File: config.mk
export PLATFORM = sky130hd
export DESIGN_NAME = hazard_stall_unit
export DESIGN_NICKNAME = d
export VERILOG_FILES = /design/src/rtl/hazard_stall_unit_pkg.sv /design/src/rtl/stall_echo_counter.sv /design/src/rtl/hazard_stall_unit.sv
export SDC_FILE = /design/constraint.sdc
export NUM_CORES = 1
export LEC_CHECK = 0
export ABC_AREA = 1
export CORE_MARGIN = 10
export CORE_UTILIZATION = 47
export CTS_CLUSTER_DIAMETER = 120
export DETAILED_ROUTE_END_ITERATION = 8
export PLACE_DENSITY = 0.9
export SYNTH_ARGS = -nofsm -noshare
export SYNTH_HDL_FRONTEND = slang
export SYNTH_SLANG_ARGS = --single-unit
File: constraint.sdc
create_clock -name clk -period 2.28 [get_ports clk]
set_clock_uncertainty 0.2 [all_clocks]
set_input_delay 0.228 -clock clk [delete_from_list [all_inputs] [get_ports clk]]
set_output_delay 0.228 -clock clk [all_outputs]
set_load 0.01 [all_outputs]
File: src/rtl/hazard_stall_unit_pkg.sv
// Shared types for the decode/post-decode hazard and stall controller.
//  - hz_src_e    : bit positions of the individual stall causes
//  - out_state_e : output-transfer handshake states
//  - fwd_hit_t   : per-stage forwarding view for the three-operand (d,s,t) decode
//  - RIDX_W_DEF  : default register index width
package hazard_stall_unit_pkg;

  localparam int RIDX_W_DEF = 5;

  typedef enum logic [1:0] {
    HZ_LOAD   = 2'd0,
    HZ_MULDIV = 2'd1,
    HZ_OUT    = 2'd2
  } hz_src_e;

  typedef enum logic [0:0] {
    OUT_IDLE = 1'b0,
    OUT_WAIT = 1'b1
  } out_state_e;

  // One post-decode stage's forwarding hits, one bit per decode operand.
  typedef struct packed {
    logic d;
    logic s;
    logic t;
  } fwd_hit_t;

endpackage

File: src/rtl/stall_echo_counter.sv
// Retriggerable window generator.
//  clk, rstn : clock, async active-low reset
//  trig      : reloads the window counter with LAT
//  window    : high for LAT cycles after the last trig cycle (registered)
module stall_echo_counter #(
  parameter int LAT = 1
) (
  input  logic clk,
  input  logic rstn,
  input  logic trig,
  output logic window
);

  localparam int CW = $clog2(LAT + 1);

  logic [CW-1:0] cnt_d;
  logic [CW-1:0] cnt_q;
  logic          window_q;

  // Next window count: reload on trigger, otherwise drain to zero.
  always_comb begin
    cnt_d = cnt_q;
    if (trig) begin
      cnt_d = CW'(LAT);
    end else if (cnt_q != '0) begin
      cnt_d = cnt_q - CW'(1);
    end else begin
      cnt_d = cnt_q;
    end
  end

  // Window counter and its registered non-zero flag.
  always_ff @(posedge clk or negedge rstn) begin
    if (!rstn) begin
      cnt_q    <= '0;
      window_q <= 1'b0;
    end else begin
      cnt_q    <= cnt_d;
      window_q <= (cnt_d != '0);
    end
  end

  assign window = window_q;

endmodule

File: src/rtl/hazard_stall_unit.sv
// Hazard/stall controller between decode and the post-decode stages.
//  dec_src_*    : decode source operands (valid, packed indices, operand j at bits j*RIDX_W)
//  dec_muldiv*  : decode starts a mul/div and its destination
//  pos_*        : post-decode stage destinations (stage 0 youngest) and load flags
//  out_req/ack  : output transfer handshake
//  fwd_hit      : bit i*NSRC+j set when stage i can forward to source j
//  stall_pc     : hold PC/decode this cycle (combinational)
//  stall_phase  : registered stall window, LOAD_LATENCY cycles past the last stall
//  muldiv_busy  : mul/div occupancy counter non-zero
module hazard_stall_unit
  import hazard_stall_unit_pkg::*;
#(
  parameter int LOAD_LATENCY   = 1,
  parameter int POST_DEC_LD    = 3,
  parameter int NSRC           = 3,
  parameter int LOAD_HAZ_DEPTH = 3,
  parameter int MULDIV_LAT     = 4,
  parameter int RIDX_W         = RIDX_W_DEF
) (
  input  logic                          clk,
  input  logic                          rstn,
  input  logic [NSRC-1:0]               dec_src_vld,
  input  logic [NSRC*RIDX_W-1:0]        dec_src_idx,
  input  logic                          dec_muldiv,
  input  logic [RIDX_W-1:0]             dec_muldiv_dst,
  input  logic [POST_DEC_LD-1:0]        pos_dst_vld,
  input  logic [POST_DEC_LD*RIDX_W-1:0] pos_dst_idx,
  input  logic [POST_DEC_LD-1:0]        pos_is_load,
  input  logic                          out_req,
  input  logic                          out_ack,
  output logic [POST_DEC_LD*NSRC-1:0]   fwd_hit,
  output logic                          stall_pc,
  output logic                          stall_phase,
  output logic                          muldiv_busy
);

  localparam int MDW = $clog2(MULDIV_LAT + 1);

  localparam logic [0:0] ST_IDLE = OUT_IDLE;
  localparam logic [0:0] ST_WAIT = OUT_WAIT;

  logic [POST_DEC_LD-1:0] ld_stage_hit;
  logic [NSRC-1:0]        md_src_hit;
  logic                   load_haz;
  logic                   md_haz;
  logic                   out_haz;
  logic [2:0]             hz_vec;
  logic                   md_load;

  logic [MDW-1:0]         md_cnt_d,    md_cnt_q;
  logic [RIDX_W-1:0]      busy_dst_d,  busy_dst_q;
  logic                   md_busy_q;
  logic [0:0]             state_d,     state_q;

  // Forwarding matrix; register 0 never produces a hit.
  for (genvar i = 0; i < POST_DEC_LD; i++) begin : g_stage
    for (genvar j = 0; j < NSRC; j++) begin : g_src
      assign fwd_hit[i*NSRC+j] = dec_src_vld[j] & pos_dst_vld[i]
                               & (dec_src_idx[j*RIDX_W +: RIDX_W] == pos_dst_idx[i*RIDX_W +: RIDX_W])
                               & (dec_src_idx[j*RIDX_W +: RIDX_W] != '0);
    end
    // Only the youngest LOAD_HAZ_DEPTH stages can still deliver load data too late.
    if (i < LOAD_HAZ_DEPTH) begin : g_ld
      assign ld_stage_hit[i] = pos_is_load[i] & (|fwd_hit[i*NSRC +: NSRC]);
    end else begin : g_no_ld
      assign ld_stage_hit[i] = 1'b0;
    end
  end

  assign load_haz = |ld_stage_hit;

  // Sources that read the register the busy mul/div will write.
  for (genvar j = 0; j < NSRC; j++) begin : g_md_src
    assign md_src_hit[j] = dec_src_vld[j]
                         & (dec_src_idx[j*RIDX_W +: RIDX_W] == busy_dst_q)
                         & (dec_src_idx[j*RIDX_W +: RIDX_W] != '0);
  end

  assign muldiv_busy = md_busy_q;
  // A second mul/div is also held off while the unit is occupied.
  assign md_haz      = md_busy_q & (dec_muldiv | (|md_src_hit));

  // Output handshake FSM; a same-cycle ack in IDLE completes without stalling.
  always_comb begin
    state_d = state_q;
    out_haz = 1'b0;
    case (state_q)
      ST_IDLE: begin
        if (out_req && !out_ack) begin
          state_d = ST_WAIT;
          out_haz = 1'b1;
        end else begin
          state_d = ST_IDLE;
          out_haz = 1'b0;
        end
      end
      ST_WAIT: begin
        if (out_ack) begin
          state_d = ST_IDLE;
          out_haz = 1'b0;
        end else begin
          state_d = ST_WAIT;
          out_haz = 1'b1;
        end
      end
      default: begin
        state_d = ST_IDLE;
        out_haz = 1'b0;
      end
    endcase
  end

  assign hz_vec[HZ_LOAD]   = load_haz;
  assign hz_vec[HZ_MULDIV] = md_haz;
  assign hz_vec[HZ_OUT]    = out_haz;
  assign stall_pc          = |hz_vec;

  // A mul/div only issues when decode actually advances.
  assign md_load = dec_muldiv & ~stall_pc;

  // Mul/div occupancy counter and captured destination.
  always_comb begin
    md_cnt_d   = md_cnt_q;
    busy_dst_d = busy_dst_q;
    if (md_load) begin
      md_cnt_d   = MDW'(MULDIV_LAT);
      busy_dst_d = dec_muldiv_dst;
    end else if (md_cnt_q != '0) begin
      md_cnt_d   = md_cnt_q - MDW'(1);
      busy_dst_d = busy_dst_q;
    end else begin
      md_cnt_d   = md_cnt_q;
      busy_dst_d = busy_dst_q;
    end
  end

  // State registers for mul/div tracking and the output FSM.
  always_ff @(posedge clk or negedge rstn) begin
    if (!rstn) begin
      md_cnt_q   <= '0;
      busy_dst_q <= '0;
      md_busy_q  <= 1'b0;
      state_q    <= ST_IDLE;
    end else begin
      md_cnt_q   <= md_cnt_d;
      busy_dst_q <= busy_dst_d;
      md_busy_q  <= (md_cnt_d != '0);
      state_q    <= state_d;
    end
  end

  stall_echo_counter #(
    .LAT (LOAD_LATENCY)
  ) u_echo (
    .clk    (clk),
    .rstn   (rstn),
    .trig   (stall_pc),
    .window (stall_phase)
  );

endmodule

# Yosys cells after proc, flatten, opt, wreduce, memory -nomap -nowiden

Index checks and enable logic that the tools add are counted.

Shift-type cells: 0
Multipliers: 0
Add/subtract/negate cells: 2
Bitwise operators: 41
$lt $le $gt $ge: 0
Equality and inequality tests: 12
Div/mod/pow operators: 0
Mux-type cells: 7
Reductions and logical operators: 12

Operator list:

| cell                                             | number |
|---|---|
| == test 5 bit                                    | 12 |
| AND 1 bit                                        | 38 |
| nonzero test 5 bit                               | 3 |
| OR reduction 3 bit                               | 4 |
| two-way mux 3 bit                                | 2 |
| nonzero test 3 bit                               | 2 |
| OR reduction 5 bit                               | 1 |
| two-way mux 1 bit                                | 4 |
| subtractor 3 x 1 -> 3 bit, second input constant | 1 |
| inverter 1 bit                                   | 2 |
| case mux 1 bit (2 select lines)                  | 1 |
| logical AND 1 bit                                | 1 |
| zero test 1 bit                                  | 1 |
| bitwise OR 1 bit                                 | 1 |
| subtractor 1 bit, second input constant          | 1 |

Register bits after elaboration: 11
Input bits: 49
Output and inout bits: 12
Memories kept: 0
RAM bits: 0
Memory bits (read-only): 0
Bits in latches: 0
Logic and storage cells: 79

# Depth between registers and ports, before layout

Depth in word-level cells: 11
Gate-level depth with buffers: 14
Mapped depth without buffers: 14

# Modules after synthesis

A second synthesis with hierarchy kept.

Cell total of the unflattened synthesis: 346
Area, all modules: 1794.2 um^2

Modules (own cells, without submodules):

| module             | instances | area an instance (um^2) | cells each | sequential area each (um^2) |
|---|---|---|---|---|
| hazard_stall_unit  | 1         | 1769.2                  | 345        | 250.2 |
| stall_echo_counter | 1         | 25.0                    | 1          | 25.0 |

# Worst setup path after synthesis

OpenSTA, ideal clock, no wires.

Kind: register to output
From: reg busy_dst_q[4]
To: out stall_pc
Path slack: 638 ps
Required time: 1852 ps
Path buffers: 0
Cell stages (with the launch flop): 13
Arrival time: 1214 ps
Path through: dfrtp_1 inv_1 nand2_1 nand2_1 nor2_1 nand2_1 nor2_1 nor2_1 nand2_1 nand2_1 nand2_2 nor2_8 inv_1

Cells in the longest elaborated chain, start to end: 7
Elaborated cells on any way between the ends: 13
Classes of those cells: eq/ne: 3; bitwise: 8; reduce/logical: 2

RTL lines:

| item                   | RTL line                 | RTL |
|---|---|---|
| start, declared        | hazard_stall_unit.sv:51  | `logic [RIDX_W-1:0] busy_dst_d, busy_dst_q;` |
| start signal, assigned | hazard_stall_unit.sv:146 | `busy_dst_q <= busy_dst_d;` |
| == test 5 bit          | hazard_stall_unit.sv:75  | `& (dec_src_idx[j*RIDX_W +: RIDX_W] == busy_dst_q)` |
| AND 1 bit              | hazard_stall_unit.sv:75  |  |
| AND 1 bit              | hazard_stall_unit.sv:76  | `& (dec_src_idx[j*RIDX_W +: RIDX_W] != '0);` |
| OR reduction 3 bit (*) | hazard_stall_unit.sv:81  | `assign md_haz = md_busy_q & (dec_muldiv \| (\|md_src_hit));` |
| bitwise OR 1 bit (*)   | hazard_stall_unit.sv:81  |  |
| AND 1 bit (*)          | hazard_stall_unit.sv:81  |  |
| OR reduction 5 bit (*) | hazard_stall_unit.sv:116 | `assign stall_pc = \|hz_vec;` |
| end, declared          | hazard_stall_unit.sv:32  | `output logic stall_pc,` |

Mark *: on every way between the ends. The rest lies on a longest branch, timed or not.

# Worst setup path in the final report

From: in pos_dst_vld[2]
To: out stall_pc

Cells in the longest elaborated chain, start to end: 6
Elaborated cells on any way between the ends: 12
Classes of those cells: bitwise: 10; reduce/logical: 2

RTL lines:

| item                   | RTL line                 | RTL |
|---|---|---|
| start, declared        | hazard_stall_unit.sv:26  | `input logic [POST_DEC_LD-1:0] pos_dst_vld,` |
| AND 1 bit              | hazard_stall_unit.sv:58  | `assign fwd_hit[i*NSRC+j] = dec_src_vld[j] & pos_dst_vld[i]` |
| AND 1 bit              | hazard_stall_unit.sv:59  | `& (dec_src_idx[j*RIDX_W +: RIDX_W] == pos_dst_idx[i*RIDX_W +: RIDX_W])` |
| AND 1 bit              | hazard_stall_unit.sv:60  | `& (dec_src_idx[j*RIDX_W +: RIDX_W] != '0);` |
| OR reduction 3 bit (*) | hazard_stall_unit.sv:64  | `assign ld_stage_hit[i] = pos_is_load[i] & (\|fwd_hit[i*NSRC +: NSRC]);` |
| AND 1 bit (*)          | hazard_stall_unit.sv:64  |  |
| OR reduction 5 bit (*) | hazard_stall_unit.sv:116 |  |

Marks and branches as above.

==> flow_summary_export.csv <==
group,metric,value,unit
run_status,status,"completed",
logic_synthesis,synth_cell_types,23,
logic_synthesis,syn_inst,347,
cells_and_area,mostFrequentLayoutCells,"nand2_1 (156), inv_1 (43), nor2_1 (36)",
global_route,overflow,0,
placed_design,pre_cts_slack,-463.4,ps
setup_path,cp-start-kind,"input pin",
setup_path,endpoint_kind,"output port",
placed_design,place_hpwl,5644,µm
routing,viasPerCell,4.856,
timing,fmax,461.2,MHz
floorplanning,core_area,0.003689,mm²
clocking,clock-sinks,11,
global_route,grt_pass1_vias,2313,
setup_path,worstRegToRegCells,13,
power_and_ir_drop,p_leak,1.688,nW
logic_synthesis,yosysTopAreaCell,"nand2_1",
placed_design,gp_congestion,1.010,
cells_and_area,final_common_cell,"nand2_1",
global_route,grt_use_total,19.87,%
timing,finalCritPeriodShare,95.10,%
worst_hold_path,hold_class,"in2async",
global_route,grt_max_degree,12,
clocking,cts_tree,"done",
floorplanning,ios,61,
global_route,antenna_found_initial,0,
clocking,path_clk_slew,50,ps
timing,relSlewSlack,67.52,%
clocking,cts_root_buf,"clkbuf_8",
routing,drtPass1Iterations,5,
setup_path,criticalPathCategory,"in2out",
routing,ant_nets,0,
setup_path,reg2reg_slack,200,ps
cells_and_area,fillCellCount,325,
logic_synthesis,yosysWarnings,0,
logic_synthesis,ys_seq_area_share,15.24,%
floorplanning,die_h,82,µm
floorplanning,die_area,0.006724,mm²
floorplanning,rows,22,
logic_synthesis,synth_area_leaders,"nand2_1 (32%), dfrtp_1 (15%), inv_1 (10%), nor2_1 (8.5%), nand3_1 (5.3%)",
timing,fin_crit,2168,ps
logic_synthesis,yosys.area.top_type_share,32.41,%
global_route,grt_pass1_wl,10520,µm
cells_and_area,drive_above_1_share,19.59,%
cells_and_area,antennaDiodeCount,0,
timing,timing.final.ws_setup,111.8,ps
clocking,clkLatencyLatePin,240,ps
clocking,clk_path_buf_depth,2,
setup_path,r2r-end,"busy_dst_q[0]",
cells_and_area,syn2layout_area_growth,52.84,%
floorplanning,dieWidth,82,µm
timing,finalSetupViolations,0,
logic_synthesis,syn_nets,399,
job,drv_cap,0,
logic_synthesis,syn_area_per_cell,5.207,µm²
setup_path,arrival,1740,ps
placed_design,dpl.cell_count,485,
clocking,cts_hold_buf,0,
setup_path,cp_max_fo,3,
logic_synthesis,ys_ff_latch,11,
timing,hold_viol,0,
floorplanning,initial_core_util,48.98,%
routing,drt_iter0_drc,254,
setup_path,crit_required,1850,ps
setup_path,r2r-start,"busy_dst_q[1]",
clocking,htree_levels,1,
power_and_ir_drop,p_per_area,466.5,mW/mm²
timing,worst_pin_slew,485.6,ps
power_and_ir_drop,ir_worst_vdd,0.0005197,V
routing,routedWlPerCell,13.44,µm
timing,slew_viol_final,0,
placed_design,port_buffers,60,
routing,via_count,2389,
timing,setup_tns,0,ps
routing,wl,6611,µm
cells_and_area,finalNonFillerCells,492,
clocking,cts_buffers,3,
logic_synthesis,netlist_area,0.001807,mm²
routing,drc_errors,0,
cells_and_area,final_nets,497,
-- cells in the mapped netlist, drive strengths merged --
library cell	instances
a21boi	1
a21oi	9
buf	3
dfrtp	11
ha	3
inv	57
nand2	169
nand3	24
nand4	3
nor2	48
o21ai	10
xnor2	8
xor2	1
-- report_power, final --
group          leakage (nW)  switching, mW  total (mW)  internal, mW
sequential            0.129         0.0676       0.338         0.270
combinational          1.54          0.411       0.752         0.340
clock                0.0228         0.0762       0.199         0.123
-- cells by family after synthesis --
family | share of synthesized area (%)
simple gates | 59.63
flops | 15.24
fa+ha+maj | 2.078
compound gates | 5.679
xor+xnor | 4.363
buf+inv | 13.02
-- cell type report --
| type | count | area (µm²) | share of cell area, % |
|---|---|---|---|
| Tap cell | 48 | 60.06 | 2.175 |
| Inverter | 57 | 214.0 | 7.748 |
| Clock buffer | 4 | 45.04 | 1.631 |
| Multi-Input combinational cell | 276 | 1313 | 47.53 |
| Sequential cell | 11 | 277.8 | 10.06 |
| Timing Repair Buffer | 96 | 852.1 | 30.86 |
-- metrics by stage --
step	cell area, µm²	total power [mW]	utilization, %	hold slack [ps]
floorplan	1807	0.7552	-	-267.6
global placement	2694	1.030	73.03	337.2
detailed placement	2694	1.062	73.03	340.6
CTS	2713	1.255	73.54	129.1
global route	2761	1.413	74.86	140.7
finish	2761	1.288	74.86	114.1
-- critical path, stage by stage --
cell	delay (ps)
clkdlybuf4s50_1	530
nand2_1	90
a21oi_1	160
nand2_1	80
nor2_2	110
nand2_2	70
nand3_2	90
nand2_4	60
nand3_4	100
nor2_8	40
inv_1	60
clkbuf_2	130
-- routing by layer --
metal  global-route usage [%]  share of wire, %  vias up
li1                         -                 -     1230
met1                    22.32                39     1052
met2                    37.38                51       94
met3                    2.838               7.4       13
met4                    6.122               2.1        0
met5                        0                 0        -
-- worst max path at each step --
| stage | from | slack, ps | endpoint | depth (start not counted) |
|---|---|---|---|---|
| floorplan | busy_dst_q[4] | 640 | stall_pc | 12 |
| global placement | dec_src_idx[8] | -460 | stall_pc | 12 |
| detailed placement | dec_src_idx[8] | -460 | stall_pc | 12 |
| CTS | dec_src_idx[13] | -80 | stall_pc | 14 |
| global route | busy_dst_q[1] | -4 | stall_pc | 13 |
| finish | pos_dst_vld[2] | 110 | stall_pc | 12 |
-- timing repair --
action / CTS / global route
setup endpoints to repair: 10 / 1
buffers inserted: 0 / 3
gates resized for setup: 34 / 19
pin swaps: 1 / 5
-- flip-flops by register name, summed over array words and instances, names as in the netlist --
| signal | count |
|---|---|
| u_echo.window | 1 |
| state_q | 1 |
| muldiv_busy | 1 |
| busy_dst_q | 5 |
| md_cnt_q | 3 |
(Power assumes the default switching activity.)
